File: config.mk
export PLATFORM = sky130hd
export DESIGN_NAME = fib_bcd_display
export DESIGN_NICKNAME = d
export VERILOG_FILES = /design/src/rtl/fib_bcd_display.sv
export SDC_FILE = /design/constraint.sdc
export NUM_CORES = 1
export LEC_CHECK = 0
export CORE_ASPECT_RATIO = 0.6
export CORE_UTILIZATION = 47
export CTS_CLUSTER_SIZE = 28
export DETAILED_ROUTE_END_ITERATION = 7
export PLACE_DENSITY = 0.73
export SYNTH_ARGS = -nofsm -noshare
export SYNTH_HDL_FRONTEND = slang
export SYNTH_SLANG_ARGS = --single-unit
File: constraint.sdc
create_clock -name clk -period 2.4 [get_ports clk]
set_input_delay 0.48 -clock clk [delete_from_list [all_inputs] [get_ports clk]]
set_output_delay 0.48 -clock clk [all_outputs]
set_load 0.005 [all_outputs]
File: src/rtl/fib_bcd_display.sv
// fib_bcd_display
//   Captures one 8-bit binary value per valid/ready handshake, converts it to
//   three BCD digits with a sequential shift-add-3 (one bit per clock), holds
//   the result and drives a 3-digit multiplexed, active-low 7-segment display.
//
//   state | meaning
//   IDLE  | ready for a new value (din_ready=1)
//   SHIFT | eight shift-add-3 steps in progress
//   DONE  | result just loaded, bcd_valid pulse
//
// Ports
//   clk, reset                   clock, asynchronous active-high reset
//   din[7:0], din_valid          input value and its qualifier
//   din_ready                    high in IDLE only
//   bcd_hundreds/tens/ones[3:0]  last completed conversion
//   bcd_valid                    one-cycle pulse when a new result loads
//   seg[6:0]                     {g,f,e,d,c,b,a}, active-low
//   an[2:0]                      digit enables, active-low, an[0]=ones
module fib_bcd_display #(
  parameter int SCAN_DIV = 1000,
  parameter bit BLANK_LZ = 1'b1
) (
  input  logic       clk,
  input  logic       reset,
  input  logic [7:0] din,
  input  logic       din_valid,
  output logic       din_ready,
  output logic [3:0] bcd_hundreds,
  output logic [3:0] bcd_tens,
  output logic [3:0] bcd_ones,
  output logic       bcd_valid,
  output logic [6:0] seg,
  output logic [2:0] an
);

  localparam int DIV_W = (SCAN_DIV > 2) ? $clog2(SCAN_DIV) : 1;

  typedef enum logic [1:0] {IDLE, SHIFT, DONE} state_t;

  state_t      state, state_next;
  logic [7:0]  shreg;
  logic [11:0] scratch;
  logic [2:0]  bit_cnt;
  logic [11:0] adj;
  logic [19:0] shifted;
  logic        unused_carry;

  logic [DIV_W-1:0] div_cnt;
  logic [1:0]       scan_idx;
  logic [3:0]       digit;
  logic             blank;

  function automatic logic [3:0] add3(input logic [3:0] d);
    return (d >= 4'd5) ? d + 4'd3 : d;
  endfunction

  function automatic logic [6:0] seg_code(input logic [3:0] d);
    logic [6:0] c;
    case (d)
      4'd0:    c = 7'h40;
      4'd1:    c = 7'h79;
      4'd2:    c = 7'h24;
      4'd3:    c = 7'h30;
      4'd4:    c = 7'h19;
      4'd5:    c = 7'h12;
      4'd6:    c = 7'h02;
      4'd7:    c = 7'h78;
      4'd8:    c = 7'h00;
      4'd9:    c = 7'h10;
      default: c = 7'h7F;
    endcase
    return c;
  endfunction

  // One double-dabble step: correct digits, then shift {scratch,shreg} left.
  // The top bit of the corrected scratch can never be set for 8-bit inputs
  // (hundreds stays <= 2), so dropping it loses nothing.
  assign adj          = {add3(scratch[11:8]), add3(scratch[7:4]), add3(scratch[3:0])};
  assign shifted      = {adj[10:0], shreg, 1'b0};
  assign unused_carry = adj[11];

  // State register
  always_ff @(posedge clk or posedge reset) begin
    if (reset) state <= IDLE;
    else       state <= state_next;
  end

  // Next-state logic
  always_comb begin
    state_next = state;
    case (state)
      IDLE:    if (din_valid) state_next = SHIFT;
      SHIFT:   if (bit_cnt == 3'd7) state_next = DONE;
      DONE:    state_next = IDLE;
      default: state_next = IDLE;
    endcase
  end

  // FSM outputs
  always_comb begin
    din_ready = 1'b0;
    bcd_valid = 1'b0;
    case (state)
      IDLE:    din_ready = 1'b1;
      DONE:    bcd_valid = 1'b1;
      default: ;
    endcase
  end

  // Conversion datapath; bcd_* only change on the final shift so partial
  // values are never visible.
  always_ff @(posedge clk or posedge reset) begin
    if (reset) begin
      shreg        <= '0;
      scratch      <= '0;
      bit_cnt      <= '0;
      bcd_hundreds <= '0;
      bcd_tens     <= '0;
      bcd_ones     <= '0;
    end else begin
      case (state)
        IDLE: begin
          if (din_valid) begin
            shreg   <= din;
            scratch <= '0;
            bit_cnt <= '0;
          end
        end
        SHIFT: begin
          scratch <= shifted[19:8];
          shreg   <= shifted[7:0];
          bit_cnt <= bit_cnt + 3'd1;
          if (bit_cnt == 3'd7) begin
            bcd_hundreds <= shifted[19:16];
            bcd_tens     <= shifted[15:12];
            bcd_ones     <= shifted[11:8];
          end
        end
        default: ;
      endcase
    end
  end

  // Free-running scan, independent of conversions
  always_ff @(posedge clk or posedge reset) begin
    if (reset) begin
      div_cnt  <= '0;
      scan_idx <= '0;
    end else if (div_cnt == DIV_W'(SCAN_DIV - 1)) begin
      div_cnt  <= '0;
      scan_idx <= (scan_idx == 2'd2) ? 2'd0 : scan_idx + 2'd1;
    end else begin
      div_cnt <= div_cnt + DIV_W'(1);
    end
  end

  always_comb begin
    digit = bcd_ones;
    blank = 1'b0;
    an    = 3'b110;
    case (scan_idx)
      2'd1: begin
        digit = bcd_tens;
        blank = BLANK_LZ && (bcd_hundreds == 4'd0) && (bcd_tens == 4'd0);
        an    = 3'b101;
      end
      2'd2: begin
        digit = bcd_hundreds;
        blank = BLANK_LZ && (bcd_hundreds == 4'd0);
        an    = 3'b011;
      end
      default: ;
    endcase
    seg = blank ? 7'h7F : seg_code(digit);
  end

endmodule
==> impl_metrics.env, run 1 <==
export IMPL_status="finished with violations"
export IMPL_violations="negative setup slack"
export IMPL_cts_buffers=5
export IMPL_clock_latency_ps=310
export IMPL_crit_buf_inv=5
export IMPL_required_ps=1920
export IMPL_synth_ff_type="dfrtp_1"
export IMPL_port_buffer_count=34
export IMPL_drive_above_1_share_pct=27.2
export IMPL_first_pass_iters=4
export IMPL_layout_nets=369
export IMPL_grt_max_degree=50
export IMPL_synth_warning_count=0
export IMPL_power_leakage_uw=0.00153
export IMPL_synth_area_top_cells="dfrtp_1, ha_1, o21ai_0"
export IMPL_min_period_ps=2670
export IMPL_ys_async_sr_fraction_pct=100
export IMPL_initial_core_util_pct=50.3
export IMPL_syn_inst=276
export IMPL_io_pins=35
export IMPL_multiInputGateArea_mm2=0.00153
export IMPL_totalPowerFinal_uw=3910
export IMPL_synth_compound_area_share_pct=17.3
export IMPL_core_area_mm2=0.00523
export IMPL_antenna_found_initial=0
export IMPL_ff2ff_path_depth=5
export IMPL_final_cells=408
export IMPL_fin_util_pct=68.4
export IMPL_drc=0
export IMPL_ir_worst_vdd_mv=0.506
export IMPL_yosysTopAreaCellShare_pct=46.6
export IMPL_synth_most_common_cell="dfrtp_1"
export IMPL_die_w_um=98.6
export IMPL_avgSynthCellArea_um2=9.54
export IMPL_min_path_cells=1
export IMPL_synth_top_family_by_area="simple AND/OR/NAND/NOR gates"
export IMPL_num_rows=20
export IMPL_max_stage_delay_ps=390
export IMPL_synth_nets=303
export IMPL_grt_overflow=0
export IMPL_hp_class="register to register"
export IMPL_dieHeight_um=60.0
export IMPL_ys_seq_area_share_pct=46.6
export IMPL_clockBufferDepth=2
export IMPL_end_kind="output pin"
export IMPL_critPathArrivalTime_ps=2190
export IMPL_start_kind="register"
export IMPL_htree_num_levels=2
export IMPL_cts_clk_slew_worst_paths_ps=80
export IMPL_power_density_mw_per_mm2=1090
export IMPL_crit_family="buffers and inverters"
export IMPL_grt_pass1_wl_um=10500
export IMPL_slew_headroom_pct=59.7
export IMPL_fin_ws_ps=-266
export IMPL_synth_xor_area_share_pct=4.33
export IMPL_crit_cells=10
export IMPL_drv_cap=0
export IMPL_first_global_vias=2119
export IMPL_yosys_top_cells_count="dfrtp_1, o21ai_0, nand2_1"
export IMPL_grt_util_all_layers_pct=23.6
export IMPL_r2r_setup_slack_ps=540
export IMPL_place_area_mm2=0.00319
export IMPL_hold_viol=0
export IMPL_cp_slowest_cell="dfrtp_1"
export IMPL_dp_hpwl_um=4200
export IMPL_setup_violations=7
export IMPL_cts_hold_buf=0
export IMPL_tightest_slew_ps=605
export IMPL_ys_ff_latch=49
export IMPL_final_fill_count=389
export IMPL_synth_fa_ha_area_share_pct=7.60
export IMPL_cts_tree="built"
export IMPL_worst_setup_path_type="register to output pin"
export IMPL_gp_congestion=0.852
export IMPL_cts_sinks=49
export IMPL_final_setup_skew_ps=9.73
export IMPL_vias=2264
export IMPL_drt_first_iter_violations=102
export IMPL_ant_nets=0
export IMPL_wire_per_inst_um=16.7
export IMPL_stdcell_area_mm2=0.00358
export IMPL_path_cells="inv_2, buf_6, ha_4, nor2_4, a21oi_4, buf_4, buf_4, xnor2_1, a31oi_1, buf_2"
export IMPL_crit_path_frequent_cell="buf_4"
export IMPL_root_buffer="clkbuf_8"
export IMPL_synthesis_area_mm2=0.00263
export IMPL_wl_um=6790
export IMPL_dp_cells=390
export IMPL_synth_edff_count=0
export IMPL_rsz0062_at_grt="yes"
export IMPL_synth_distinct_cells=38
export IMPL_synth_simple_area_share_pct=18.1
export IMPL_finalMaxSlewViolations=0
export IMPL_dieArea_mm2=0.00591
export IMPL_yosysTopAreaCell="dfrtp_1"
export IMPL_synthMuxAreaShare_pct=2.57
export IMPL_viasPerCell=5.55
export IMPL_seq_area_mm2=0.00123
export IMPL_post_route_period_util_pct=111
export IMPL_diodes=0
export IMPL_max_clock_freq_mhz=375
export IMPL_crit_fanout=8
export IMPL_area_growth_pct=35.8
-- repair_timing --
item                                    4_1_cts  5_1_grt
pin swaps                                    23        8
gates cloned                                  0        0
setup buffers                                 8        3
endpoints found under the setup margin        8        7
resized for setup                            79       11
-- worst register-to-register path: stages, from the launching register on --
cell      delay [ps]
dfrtp_1          740
nand2b_1         400
buf_4            280
nor3_1           170
o21ai_0          110
o21ai_0           90
-- path summary, 6_finish.rpt --
path / to / start
hold / removal: div_cnt[0] / div_cnt[0]
min in group asynchronous: div_cnt[6] / reset
max in group asynchronous: scan_idx[0] / reset
hold reg to reg: div_cnt[0] / div_cnt[0]
setup reg to reg: scratch[7] / state[0]
setup / recovery: seg[6] / scan_idx[1]
-- cells in the final DEF (no fill, tap or decap), types with 3 or more instances in the layout --
cell type,count
a21oi_1,12
a21oi_4,3
a22o_1,5
a22oi_2,4
a31oi_1,3
buf_2,7
buf_4,26
buf_6,8
clkbuf_8,6
clkdlybuf4s50_1,26
dfrtp_1,48
ha_1,10
ha_4,6
inv_1,11
inv_2,4
mux2_2,6
nand2_1,31
nand2b_1,4
nand3_1,3
nand4_1,4
nor2_1,15
nor2_4,3
nor3_1,8
nor3b_1,7
o21ai_0,30
o21ai_2,4
xnor2_1,8
xor2_1,5
-- cells by family after synthesis --
| kind of cell | Yosys count |
|---|---|
| adder cells (fa/ha/maj) | 16 |
| AND/OR/NAND/NOR | 91 |
| buffers and inverters | 24 |
| AO/OA/AOI/OAI | 77 |
| multiplexers | 6 |
| XOR/XNOR | 13 |
| flip-flops | 49 |
-- final cells by class --
cell class / count / share of cell area [%]
Multi-Input combinational cell: 203 / 42.9
Sequential cell: 49 / 34.3
Timing Repair Buffer: 68 / 16.5
Clock buffer: 7 / 2.41
Tap cell: 66 / 2.31
Inverter: 15 / 1.57
-- stage by stage --
step                setup TNS, ps  setup slack [ps]  hold slack (ps)
global placement            -2090              -339              448
finish                      -1350              -266              460
global route                -2020              -369              487
detailed placement          -2400              -385              457
CTS                          -925              -145              469
floorplan                       0              53.0              433
-- flip-flops by register name, indices dropped and copies added, names as in the netlist --
name / cells
state: 2
bit_cnt: 3
scan_idx: 2
div_cnt: 10
shreg: 8
bcd_tens: 4
bcd_ones: 4
bcd_hundreds: 4
scratch: 12
-- where the power goes --
part	leakage, uW	total, uW	internal, uW	switching [uW]
clock	0.0000443	499	229	270
combinational	0.000865	2040	1040	1000
sequential	0.000624	1370	1090	281
-- metal layers --
layer	track usage, %	vias up	share of wire, %
met5	0	-	0
met4	9.59	0	2.3
met3	4.80	16	4.2
met2	35.6	59	44
met1	33.5	1093	49
li1	-	1096	-
Power figures use the tool's default switching activity.
==> inputs of run 2 (changes only) <==
Settings changed: REMOVE_ABC_BUFFERS set to 1.
==> run 2 against run 1 <==
The run still ends with negative setup slack left. First-iteration DRC count increased by 33%. Sequential power decreased by 4%. Clock power decreased by 9.2%. Total power decreased by 4.5%. Hold slack got worse by 6.6 ps. Combinational power decreased by 4%. Sequential cell count unchanged. Largest cell class unchanged. Highest routed layer unchanged.
==> impl_metrics.env, run 2 (synthesis results as in run 1) <==
export IMPL_power_density_mw_per_mm2=1050
export IMPL_dieHeight_um=60.0
export IMPL_cts_clk_slew_worst_paths_ps=80
export IMPL_final_cell_mix="dfrtp_1, nand2_1, o21ai_0"
export IMPL_ir_worst_vdd_mv=0.617
export IMPL_cp_slowest_cell="dfrtp_1"
export IMPL_slew_headroom_pct=60.6
export IMPL_dieArea_mm2=0.00591
export IMPL_stdcell_area_mm2=0.00355
export IMPL_final_common_cell="dfrtp_1"
export IMPL_num_rows=20
export IMPL_path_cells="buf_4, ha_4, a22oi_2, a21oi_2, buf_4, buf_4, a211oi_2, o21ai_1, clkdlybuf4s15_2"
export IMPL_finalMaxSlewViolations=0
export IMPL_largest_reg_flops=12
export IMPL_start_kind="register"
export IMPL_rsz0062_at_grt="yes"
export IMPL_layout_nets=370
export IMPL_port_buffer_count=34
export IMPL_status="finished with violations"
export IMPL_dp_hpwl_um=4280
export IMPL_fin_hold_ws_ps=454
export IMPL_clock_latency_ps=300
export IMPL_grt_util_all_layers_pct=23.5
export IMPL_final_setup_skew_ps=4.09
export IMPL_grt_max_degree=27
export IMPL_max_clock_freq_mhz=370
export IMPL_die_w_um=98.6
export IMPL_final_cells=408
export IMPL_required_ps=1920
export IMPL_clockBufferDepth=2
export IMPL_totalPowerFinal_uw=3730
export IMPL_vias=2287
export IMPL_root_buffer="clkbuf_8"
export IMPL_drive_above_1_share_pct=25.7
export IMPL_cts_tree="built"
export IMPL_antenna_found_initial=0
export IMPL_hp_class="register to register"
export IMPL_crit_family="buffers and inverters"
export IMPL_gp_congestion=0.783
export IMPL_grt_overflow=0
export IMPL_drv_cap=0
export IMPL_setup_violations=7
export IMPL_critPathArrivalTime_ps=2220
export IMPL_crit_path_frequent_cell="buf_4"
export IMPL_dp_slack_ps=-443
export IMPL_viasPerCell=5.61
export IMPL_hold_viol=0
export IMPL_io_pins=35
export IMPL_violations="negative setup slack"
export IMPL_power_leakage_uw=0.00154
export IMPL_end_kind="output pin"
export IMPL_max_stage_delay_ps=400
export IMPL_initial_core_util_pct=50.3
export IMPL_wl_um=6480
export IMPL_fin_ws_ps=-304
export IMPL_post_route_period_util_pct=113
export IMPL_first_global_vias=2110
export IMPL_cts_sinks=49
export IMPL_tightest_slew_ps=590
export IMPL_ant_nets=0
export IMPL_crit_fanout=4
export IMPL_dp_cells=391
export IMPL_largest_registers="scratch: 12 flops, div_cnt: 10 flops, shreg: 8 flops"
export IMPL_diodes=0
export IMPL_area_growth_pct=34.9
export IMPL_min_period_ps=2700
export IMPL_worst_setup_path_type="register to output pin"
export IMPL_wire_per_inst_um=15.9
export IMPL_cts_buffers=5
export IMPL_grt_pass1_wl_um=10600
export IMPL_htree_num_levels=2
export IMPL_core_area_mm2=0.00523
export IMPL_first_pass_iters=5
export IMPL_crit_buf_inv=4
export IMPL_place_area_mm2=0.00321
export IMPL_drt_first_iter_violations=136
export IMPL_drc=0
export IMPL_regMostFlops="scratch"
==> run 2: cell types whose count changed in the layout (fill, tap and decap cells not counted), moves of 2 or more <==
cell | previous run | this run
nor2_1 | 15 | 18
nor2_4 | 3 | 0
o21ai_1 | 2 | 5
o21ai_2 | 4 | 1
inv_1 | 11 | 9
inv_2 | 4 | 6
==> run 2: what timing repair did <==
item | CTS | global route
hold buffers | 0 | 0
cloned | 0 | 0
buffers inserted | 10 | 2
endpoints found under the hold margin | 0 | 0
endpoints found under the setup margin | 8 | 8
gates resized for setup | 72 | 12
pin swaps | 14 | 15
==> run 2: report_power, final <==
part | internal [uW] | leakage, uW | switching [uW]
combinational | 976 | 0.000877 | 982
clock | 192 | 0.0000399 | 261
sequential | 1090 | 0.000625 | 230
==> run 2: worst register-to-register path, stage by stage (launching register included) <==
cell	delay [ps]
dfrtp_1	410
ha_1	200
ha_1	250
nand2_1	480
inv_1	240
a2bb2oi_1	200
==> run 2: area by class of cell <==
type,count,area (um^2)
Sequential cell,49,1230
Fill cell,388,1680
Clock inverter,1,5.00
Tap cell,66,82.6
Clock buffer,5,68.8
Timing Repair Buffer,69,617
Multi-Input combinational cell,203,1500
Inverter,15,56.3
==> run 2: stage by stage <==
step	TNS [ps]	util [%]
CTS	-991	67.1
global route	-1900	67.9
finish	-1230	67.9
detailed placement	-2830	61.4
floorplan	-0.357	-
global placement	-2500	61.4
==> run 2: routing by layer <==
metal  track usage [%]  up-vias  wire, um
met5                 0        -         0
met4              7.04        0        85
met3              4.33       10       316
met2              36.5       60      2910
met1              33.8     1118      3170
li1                  -     1099         -
==> run 2: final timing paths <==
| path | from | to | slack [ps] | depth (start not counted) |
|---|---|---|---|---|
| max | scan_idx[1] | seg[5] | -300 | 9 |
| min | div_cnt[0] | div_cnt[0] | 450 | 1 |
| max reg2reg | bit_cnt[0] | bcd_ones[3] | 500 | 5 |
| min reg2reg | div_cnt[0] | div_cnt[0] | 450 | 1 |
| max in group asynchronous | reset | shreg[2] | 1360 | 3 |
| min in group asynchronous | reset | scratch[6] | 530 | 2 |
==> inputs of run 3 (changes only) <==
Settings changed: CORE_UTILIZATION 47 to 55, PLACE_DENSITY 0.73 to 0.83.
==> run 3 against run 2 <==
The flow still finishes with violations (negative setup slack). Global-route usage increased by 8.6 points. Register-to-register slack got worse by 200 ps. Cell area increased by 4.5%. Total power increased by 15%.
==> impl_metrics.env, run 3 (synthesis results as in run 1) <==
export IMPL_drive_above_1_share_pct=28.9
export IMPL_layout_nets=379
export IMPL_cts_sinks=49
export IMPL_port_buffer_count=34
export IMPL_grt_use_met1_pct=42.3
export IMPL_drc=0
export IMPL_violations="negative setup slack"
export IMPL_status="finished with violations"
export IMPL_io_pins=35
export IMPL_grt_busiest_layer="met2"
export IMPL_largest_reg_flops=12
export IMPL_p_sw_uw=1720
export IMPL_required_ps=1920
export IMPL_tightest_slew_ps=615
export IMPL_final_setup_skew_ps=7.85
export IMPL_root_buffer="clkbuf_8"
export IMPL_cts_clk_slew_worst_paths_ps=90
export IMPL_crit_fanout=4
export IMPL_start_kind="register"
export IMPL_cts_tree="built"
export IMPL_initial_core_util_pct=57.4
export IMPL_wire_per_inst_um=19.4
export IMPL_critPathArrivalTime_ps=2300
export IMPL_dieArea_mm2=0.00508
export IMPL_cts_buffers=5
export IMPL_wl_um=8080
export IMPL_viasPerCell=6.14
export IMPL_dp_slack_ps=-431
export IMPL_power_leakage_uw=0.00161
export IMPL_grt_util_all_layers_pct=32.0
export IMPL_clockPowerShare_pct=16.4
export IMPL_tns_ps=-2190
export IMPL_dp_hpwl_um=4360
export IMPL_area_growth_pct=41.1
export IMPL_clockBufferDepth=2
export IMPL_regMostFlops="scratch"
export IMPL_path_cells="inv_2, buf_6, ha_4, buf_6, a22oi_2, a21o_1, buf_6, buf_6, nand4b_1, nand4_1, buf_2"
export IMPL_worst_setup_path_type="register to output pin"
export IMPL_hold_viol=0
export IMPL_ant_nets=0
export IMPL_diodes=0
export IMPL_setup_violations=7
export IMPL_crit_path_frequent_cell="buf_6"
export IMPL_grt_pass1_wl_um=12500
export IMPL_grt_use_met3_pct=7.79
export IMPL_slew_headroom_pct=58.9
export IMPL_first_global_vias=2476
export IMPL_dieHeight_um=55.6
export IMPL_rsz0062_at_grt="yes"
export IMPL_die_w_um=91.3
export IMPL_final_fill_count=242
export IMPL_power_density_mw_per_mm2=1160
export IMPL_use_met2_pct=50.3
export IMPL_clock_latency_ps=310
export IMPL_fin_ws_ps=-378
export IMPL_final_common_cell="dfrtp_1"
export IMPL_drt_first_iter_violations=193
export IMPL_gp_congestion=0.890
export IMPL_post_route_period_util_pct=116
export IMPL_seqPwrFrac_pct=32.0
export IMPL_finalMaxSlewViolations=0
export IMPL_end_kind="output pin"
export IMPL_max_stage_delay_ps=400
export IMPL_vias=2554
export IMPL_grt_overflow=0
export IMPL_netSwitchingFraction_pct=40.1
export IMPL_hp_class="register to register"
export IMPL_final_cell_mix="dfrtp_1, nand2_1, o21ai_0, buf_4, clkdlybuf4s50_1"
export IMPL_intPower_uw=2570
export IMPL_power_frac_comb_pct=51.6
export IMPL_num_rows=19
export IMPL_seq_area_mm2=0.00123
export IMPL_drv_cap=0
export IMPL_first_pass_iters=5
export IMPL_min_period_ps=2780
export IMPL_htree_num_levels=2
export IMPL_ir_worst_vdd_mv=0.675
export IMPL_cp_slowest_cell="dfrtp_1"
export IMPL_grt_max_degree=50
export IMPL_largest_registers="scratch: 12 flops, div_cnt: 10 flops, shreg: 8 flops"
export IMPL_max_clock_freq_mhz=360
export IMPL_multiInputGateArea_mm2=0.00152
export IMPL_antenna_found_initial=0
export IMPL_core_area_mm2=0.00459
-- run 3: cell count changes in the layout (fill, tap and decap cells not counted), sizes merged --
cell / previous run / this run
buf: 41 / 51
bufinv: 0 / 2
clkdlybuf4s15: 1 / 0
-- run 3: path summary, 6_finish.rpt --
| kind | start | endpoint | slack (ps) | cells after the start |
|---|---|---|---|---|
| setup / recovery | scan_idx[1] | seg[3] | -380 | 11 |
| hold / removal | div_cnt[0] | div_cnt[0] | 460 | 1 |
| setup reg to reg | scratch[0] | bcd_ones[2] | 300 | 6 |
| hold reg to reg | div_cnt[0] | div_cnt[0] | 460 | 1 |
| max in group asynchronous | reset | scan_idx[0] | 1330 | 3 |
| min in group asynchronous | reset | div_cnt[1] | 630 | 3 |
-- run 3: final cells by class --
| class | count | share of cell area, % |
|---|---|---|
| Sequential cell | 49 | 33.1 |
| Clock inverter | 3 | 1.75 |
| Clock buffer | 5 | 1.85 |
| Tap cell | 63 | 2.12 |
| Timing Repair Buffer | 78 | 18.7 |
| Multi-Input combinational cell | 203 | 40.9 |
| Inverter | 15 | 1.65 |
-- run 3: worst max-delay path: cells and delay by family, from the launching register on --
family                   cells  cell delay [ps]
adder cells (fa/ha/maj)      1              180
buffers and inverters        6              700
AND/OR/NAND/NOR              2              250
AO/OA/AOI/OAI                2              450
flip-flops                   1              400
-- run 3: repair_timing --
action | CTS | global route
cloned | 1 | 0
hold buffers | 0 | 0
gates resized for setup | 83 | 8
pin swaps | 20 | 11
endpoints found under the setup margin | 7 | 7
setup buffers | 15 | 5
-- run 3: per-stage QoR --
| stage | total power (uW) | instance area, um^2 | hold WS [ps] | util (%) | cells |
|---|---|---|---|---|---|
| floorplan | 2270 | 2590 | 433 | - | 267 |
| global placement | 3040 | 3190 | 448 | 69.5 | 387 |
| detailed placement | 3130 | 3190 | 451 | 69.5 | 387 |
| CTS | 4000 | 3640 | 463 | 79.3 | 411 |
| global route | 4500 | 3710 | 490 | 80.9 | 416 |
| finish | 4290 | 3710 | 462 | 80.9 | 416 |
-- run 3: routing by layer --
layer / up-vias / wire, um
met4: 0 / 288
met1: 1255 / 3290
met5: - / 0
li1: 1114 / -
met2: 152 / 3810
met3: 33 / 686
-- run 3: power groups by stage --
stage               Combinational, uW  Clock (uW)  Sequential, uW
detailed placement               1790           0            1340
finish                           2210         705            1370
floorplan                         966           0            1310
global placement                 1720           0            1330
CTS                              1950         713            1340
global route                     2380         730            1400
